`src/rtl/program_counter_unit_pkg.sv`:
```
// -----------------------------------------------------------------------------
// program_counter_unit_pkg
//   Shared CPU control definitions used by the program counter unit:
//   - pcu_state_t and its state constants (BOOT, RUN, REDIRECT, HALTED)
//   - default sequential step and reset vector
//   - WORD_ALIGN mask plus a helper that clears the byte-offset bits
// -----------------------------------------------------------------------------
package program_counter_unit_pkg;

  // State encoding kept as plain constants so older code that compares
  // against raw 2-bit values keeps working.
  typedef logic [1:0] pcu_state_t;

  localparam pcu_state_t PCU_BOOT     = 2'd0;
  localparam pcu_state_t PCU_RUN      = 2'd1;
  localparam pcu_state_t PCU_REDIRECT = 2'd2;
  localparam pcu_state_t PCU_HALTED   = 2'd3;

  localparam int unsigned PCU_PC_STEP_DEFAULT      = 4;
  localparam logic [31:0] PCU_RESET_VECTOR_DEFAULT = 32'h0000_0000;

  // Clears bits [1:0]: fetch addresses are always word aligned.
  localparam logic [31:0] WORD_ALIGN = 32'hFFFF_FFFC;

  function automatic logic [31:0] word_align(input logic [31:0] addr);
    return addr & WORD_ALIGN;
  endfunction

endpackage

```
`src/rtl/program_counter_unit.sv`:
```
// -----------------------------------------------------------------------------
// program_counter_unit
//   Generates instruction fetch addresses. After reset the unit spends one
//   cycle in BOOT, then offers sequential addresses (valid/ready handshake).
//   A branch redirects to a word-aligned target with a one-cycle bubble, and
//   halt parks the unit without losing the current address.
//
// Ports
//   clk               in   clock, all state updates on its rising edge
//   rst_n             in   asynchronous active-low reset
//   halt              in   level; suppresses new fetch addresses while high
//   branch_valid      in   single-cycle redirect request
//   branch_target     in   [31:0] redirect address
//   fetch_ready       in   fetcher accepts program_counter this cycle
//   program_counter   out  [31:0] address offered to the fetcher
//   pc_valid          out  program_counter is a valid fetch address
//   branch_misaligned out  one-cycle pulse, accepted target had [1:0] != 0
// -----------------------------------------------------------------------------
module program_counter_unit
  import program_counter_unit_pkg::*;
#(
  parameter logic [31:0] RESET_VECTOR = PCU_RESET_VECTOR_DEFAULT,
  parameter int unsigned PC_STEP      = PCU_PC_STEP_DEFAULT
) (
  input  logic        clk,
  input  logic        rst_n,
  input  logic        halt,
  input  logic        branch_valid,
  input  logic [31:0] branch_target,
  input  logic        fetch_ready,
  output logic [31:0] program_counter,
  output logic        pc_valid,
  output logic        branch_misaligned
);

  localparam logic [31:0] STEP = 32'(PC_STEP);

  pcu_state_t  state_reg, state_next;
  logic [31:0] pc_reg, pc_next;
  logic        misaligned_reg, misaligned_next;
  logic        accept;

  // Only RUN presents a valid address, so the handshake is RUN && ready.
  assign accept = (state_reg == PCU_RUN) && fetch_ready;

  always_comb begin
    state_next      = state_reg;
    pc_next         = pc_reg;
    misaligned_next = 1'b0;

    case (state_reg)
      PCU_BOOT: begin
        // Branches are ignored here; the PC still holds the reset vector.
        state_next = halt ? PCU_HALTED : PCU_RUN;
      end

      PCU_RUN: begin
        if (branch_valid) begin
          // Redirect wins over any increment, accepted or pending.
          pc_next         = word_align(branch_target);
          misaligned_next = |branch_target[1:0];
          state_next      = PCU_REDIRECT;
        end else begin
          // An address accepted in the same cycle halt rises still advances.
          if (accept) begin
            pc_next = pc_reg + STEP;
          end
          if (halt) begin
            state_next = PCU_HALTED;
          end
        end
      end

      PCU_REDIRECT: begin
        if (branch_valid) begin
          // Back-to-back redirect: take the newer target, one more bubble.
          pc_next         = word_align(branch_target);
          misaligned_next = |branch_target[1:0];
          state_next      = PCU_REDIRECT;
        end else begin
          state_next = halt ? PCU_HALTED : PCU_RUN;
        end
      end

      PCU_HALTED: begin
        if (branch_valid) begin
          pc_next         = word_align(branch_target);
          misaligned_next = |branch_target[1:0];
          state_next      = halt ? PCU_HALTED : PCU_REDIRECT;
        end else if (!halt) begin
          state_next = PCU_RUN;
        end
      end

      default: begin
        state_next = PCU_BOOT;
      end
    endcase
  end

  always_ff @(posedge clk or negedge rst_n) begin
    if (!rst_n) begin
      state_reg      <= PCU_BOOT;
      pc_reg         <= RESET_VECTOR;
      misaligned_reg <= 1'b0;
    end else begin
      state_reg      <= state_next;
      pc_reg         <= pc_next;
      misaligned_reg <= misaligned_next;
    end
  end

  // All outputs come straight from registers (pc_valid is a decode of the
  // state register only), so nothing combinational reaches them from inputs.
  assign program_counter   = pc_reg;
  assign pc_valid          = (state_reg == PCU_RUN);
  assign branch_misaligned = misaligned_reg;

endmodule

```
`config.mk`:
```
export PLATFORM = sky130hd
export DESIGN_NAME = program_counter_unit
export DESIGN_NICKNAME = d
export VERILOG_FILES = /design/src/rtl/program_counter_unit_pkg.sv /design/src/rtl/program_counter_unit.sv
export SDC_FILE = /design/constraint.sdc
export NUM_CORES = 1
export LEC_CHECK = 0
export ABC_CLOCK_PERIOD_IN_PS = 2300
export BUFFER_PORTS_ARGS = -buffer_cell sky130_fd_sc_hd__buf_2
export CORE_MARGIN = 5
export CORE_UTILIZATION = 50
export CTS_CLUSTER_SIZE = 12
export DETAILED_ROUTE_END_ITERATION = 8
export GPL_ROUTABILITY_DRIVEN = 1
export PLACE_DENSITY = 0.83
export SKIP_LAST_GASP = 1
export SLEW_MARGIN = 10
export SYNTH_ARGS = -nofsm -noshare
export SYNTH_HDL_FRONTEND = slang
export SYNTH_SLANG_ARGS = --single-unit
export TNS_END_PERCENT = 5
```
`constraint.sdc`:
```
create_clock -name clk -period 2.3 [get_ports clk]
set_input_delay 0.23 -clock clk [delete_from_list [all_inputs] [get_ports clk]]
set_output_delay 0.23 -clock clk [all_outputs]
set_load 0.02 [all_outputs]
```
==> summary.txt <==
Timing
  – Final WS setup: between 300 and 400 ps
  – Slew Limit Headroom: 47.09%
  – Max-slew violations: 0
  – Setup_tns: 0 ps
  – Fin crit period: between 1500 and 2000 ps
  – Worst-Margin Slew: between 700 and 800 ps
  – RSZ-0062 raised after global routing: no
  – Final setup viols: 0
  – WHS: just over 20 ps
  – Max Clock Skew: 6.257 ps
  – F_max: between 500 and 600 MHz
  – Fin. Hold Viols: 0
  – Fin crit share: 84.86%

Setup path
  – Max stage delay cell, worst path: dfrtp_1
  – Critical path startpoint category: flop
  – Crit-path max FO: 6
  – CP bufs+invs: 0
  – Worst-path cell chain: ha_1 > and4_4 > and4_1 > nand2_1 > or4_1 > nand3_1
  – WP data required: 2530 ps
  – CP Capture Type: flop
  – Crit path max-delay family: simple AND/OR/NAND/NOR gates
  – Crit path arrival time: ~2200 ps
  – Kind of critical path: flop to flop
  – CP peak stage delay: 440 ps

Yosys
  – Seq cells post-synth: 33
  – Async set-or-reset flop fraction in the synthesized netlist: 100.0%
  – Mean Syn Cell Area: around 8 sq um
  – Synth warn: 0
  – Synthesized cell area: 2117 sq um
  – Unique masters post-synth: 48
  – Register area share after synthesis: 39.01%
  – Post-synth EDFFs: 0
  – Synth Flop Type: dfrtp_1
  – Post-synthesis cell count: between 200 and 300

Cells and area
  – Max FFs per register: 30
  – Final #Nets: between 300 and 400
  – Filler Cells Inserted: 362
  – Final core utilization: 63.31%
  – # diodes: 0
  – Layout cells sized above 1: 29.15%
  – Syn-to-layout area delta: 21.34%

Pwr
  – Power density cells: 731.0 nW/um^2
  – Total Power: approximately 1900 uW
  – Pleak: between 0.001 and 0.0015 uW
  – Reg power frac: 41.9%
  – Clock Power Share: a little under a third
  – Peak VDD IR: ~540 uV
  – Sw Share: ~36%
  – Comb power frac: between 20% and 30%
  – Sw power: 675.9 uW
  – Int Pwr: approximately 1200 uW

Clocking
  – CTS resizes: 0
  – Clock slew at the register clock pins of the worst setup and hold paths: ~70 ps
  – TritonCTS buffer count: 5
  – Worst-Skew Late Latency: around 290 ps
  – H-tree depth: 2
  – Postcts setup bufs: 0
  – Max clock buf depth: 2
  – CTS Hold Buffers Added: 0
  – Clk sinks: 33
  – CTS tree: built
  – Clock root buffer master: clkbuf_8

Route
  – Post-detailed-routing wire length: 6.249 mm
  – DRC viols: 0
  – Vias: roughly 2300
  – Vias/cell: ~6.2
  – DR pass1 iterations: 6
  – Post-DRT Antenna Nets: 0
  – Mean routed wirelength per cell: 16.93 um
  – Iter 0 DRT Violations: around 250

Floorplanning
  – I/O pin count: 71
  – Die extent in y: about 75 um
  – Placement Rows: 23
  – Core area: about 4000 sq um
  – Total Die Area: ~5600 sq um
  – Die Wd: about 75 um
  – Starting Density: between 50% and 60%

GRT
  – Global-route wire length before repair: about 10 mm
  – Grt ovf: 0
  – Antenna violations before repair: 0
  – GRT Total Usage: a little under a quarter
  – Vias in the first global route: approximately 2200
  – Largest net degree at the start of global routing: 37

Placement
  – HPWL after detailed placement: between 4 and 5 mm
  – Pre-CTS WS: ~370 ps
  – PortBufs: 68
  – Gpl congestion: ~0.94

Worst hold path
  – Worst min path class: primary input to async pin

Run status
  – Status: finished, final reports clean

Job
  – Max-cap violations: 0
## routing by layer
metal	share of wire (%)	GRT usage [%]
met5	0	0
met4	0.85	6.719
met3	8.3	5.474
met2	47	36.17
met1	44	32.80
## power groups by stage
stage / logic, uW / clock network (uW) / registers (uW)
after CTS: 505 / 592 / 783
after global routing: 554 / 614 / 804
final: 504 / 587 / 787
after detailed placement: 503 / 0 / 793
after global placement: 497 / 0 / 787
after floorplan: 247 / 0 / 859
## metrics by stage
stage / cell area [sq um] / instances
final: 2569 / 369
after global routing: 2569 / 369
after CTS: 2569 / 369
after detailed placement: 2452 / 361
after global placement: 2452 / 361
after floorplan: 2121 / 258
## path summary, 6_finish.rpt
kind	slack (ps)	depth (start not counted)	endpoint	from
min in group clk	140	2	state_reg[1]	halt
hold / removal	20	1	program_counter[28]	rst_n
max in group asynchronous	1780	1	program_counter[24]	rst_n
hold reg to reg	540	2	state_reg[0]	state_reg[0]
setup / recovery	350	6	program_counter[20]	program_counter[2]
setup reg to reg	350	6	program_counter[20]	program_counter[2]
## cells in the mapped netlist (3+ instances only)
cell	instances	area share (%)
buf_4	8	2.8
nand2_1	25	4.4
buf_2	5	1.2
nand4_1	12	3.5
and3_1	4	1.2
and4_4	3	1.6
nor3_1	5	1.2
clkbuf_1	6	1.1
nor2_1	23	4.1
and4_1	5	2.1
o22ai_1	6	1.8
dfrtp_1	33	39
or2_2	3	0.89
nand3_1	21	5.0
o21ai_0	14	3.3
a32oi_1	4	1.7
a21oi_1	33	7.8
or3_1	5	1.5
and2_1	3	0.89
a211oi_1	4	1.4
## cell usage in the layout (no fill, tap or decap), types with 6 or more instances in the layout
cell,n
o21ai_0,14
buf_2,68
dfrtp_1,33
nand2_1,25
clkbuf_8,6
nand3_1,21
nand4_1,12
nor2_1,22
o22ai_1,6
a21oi_1,33
## cell families after synthesis
family / after synthesis / synth area share [%]
AND/OR/NAND/NOR: 120 / 30.91
buffers and inverters: 21 / 5.437
other: 1 / 0.1771
multiplexers: 1 / 0.5319
flip-flops: 33 / 39.01
AO/OA/AOI/OAI: 80 / 23.35
adder cells (fa/ha/maj): 1 / 0.5909
## layout make-up
cell class	instances	area (sq um)	area share, %
repair buffers	73	377.9	14.71
well taps	50	62.56	2.435
clock buffers	7	86.33	3.361
multi-input cells	204	1182	46.03
clock inverters	1	30.03	1.169
inverters	1	3.754	0.1461
flip-flops and latches	33	825.8	32.15
Note: power is estimated with default switching activity, not from simulation.
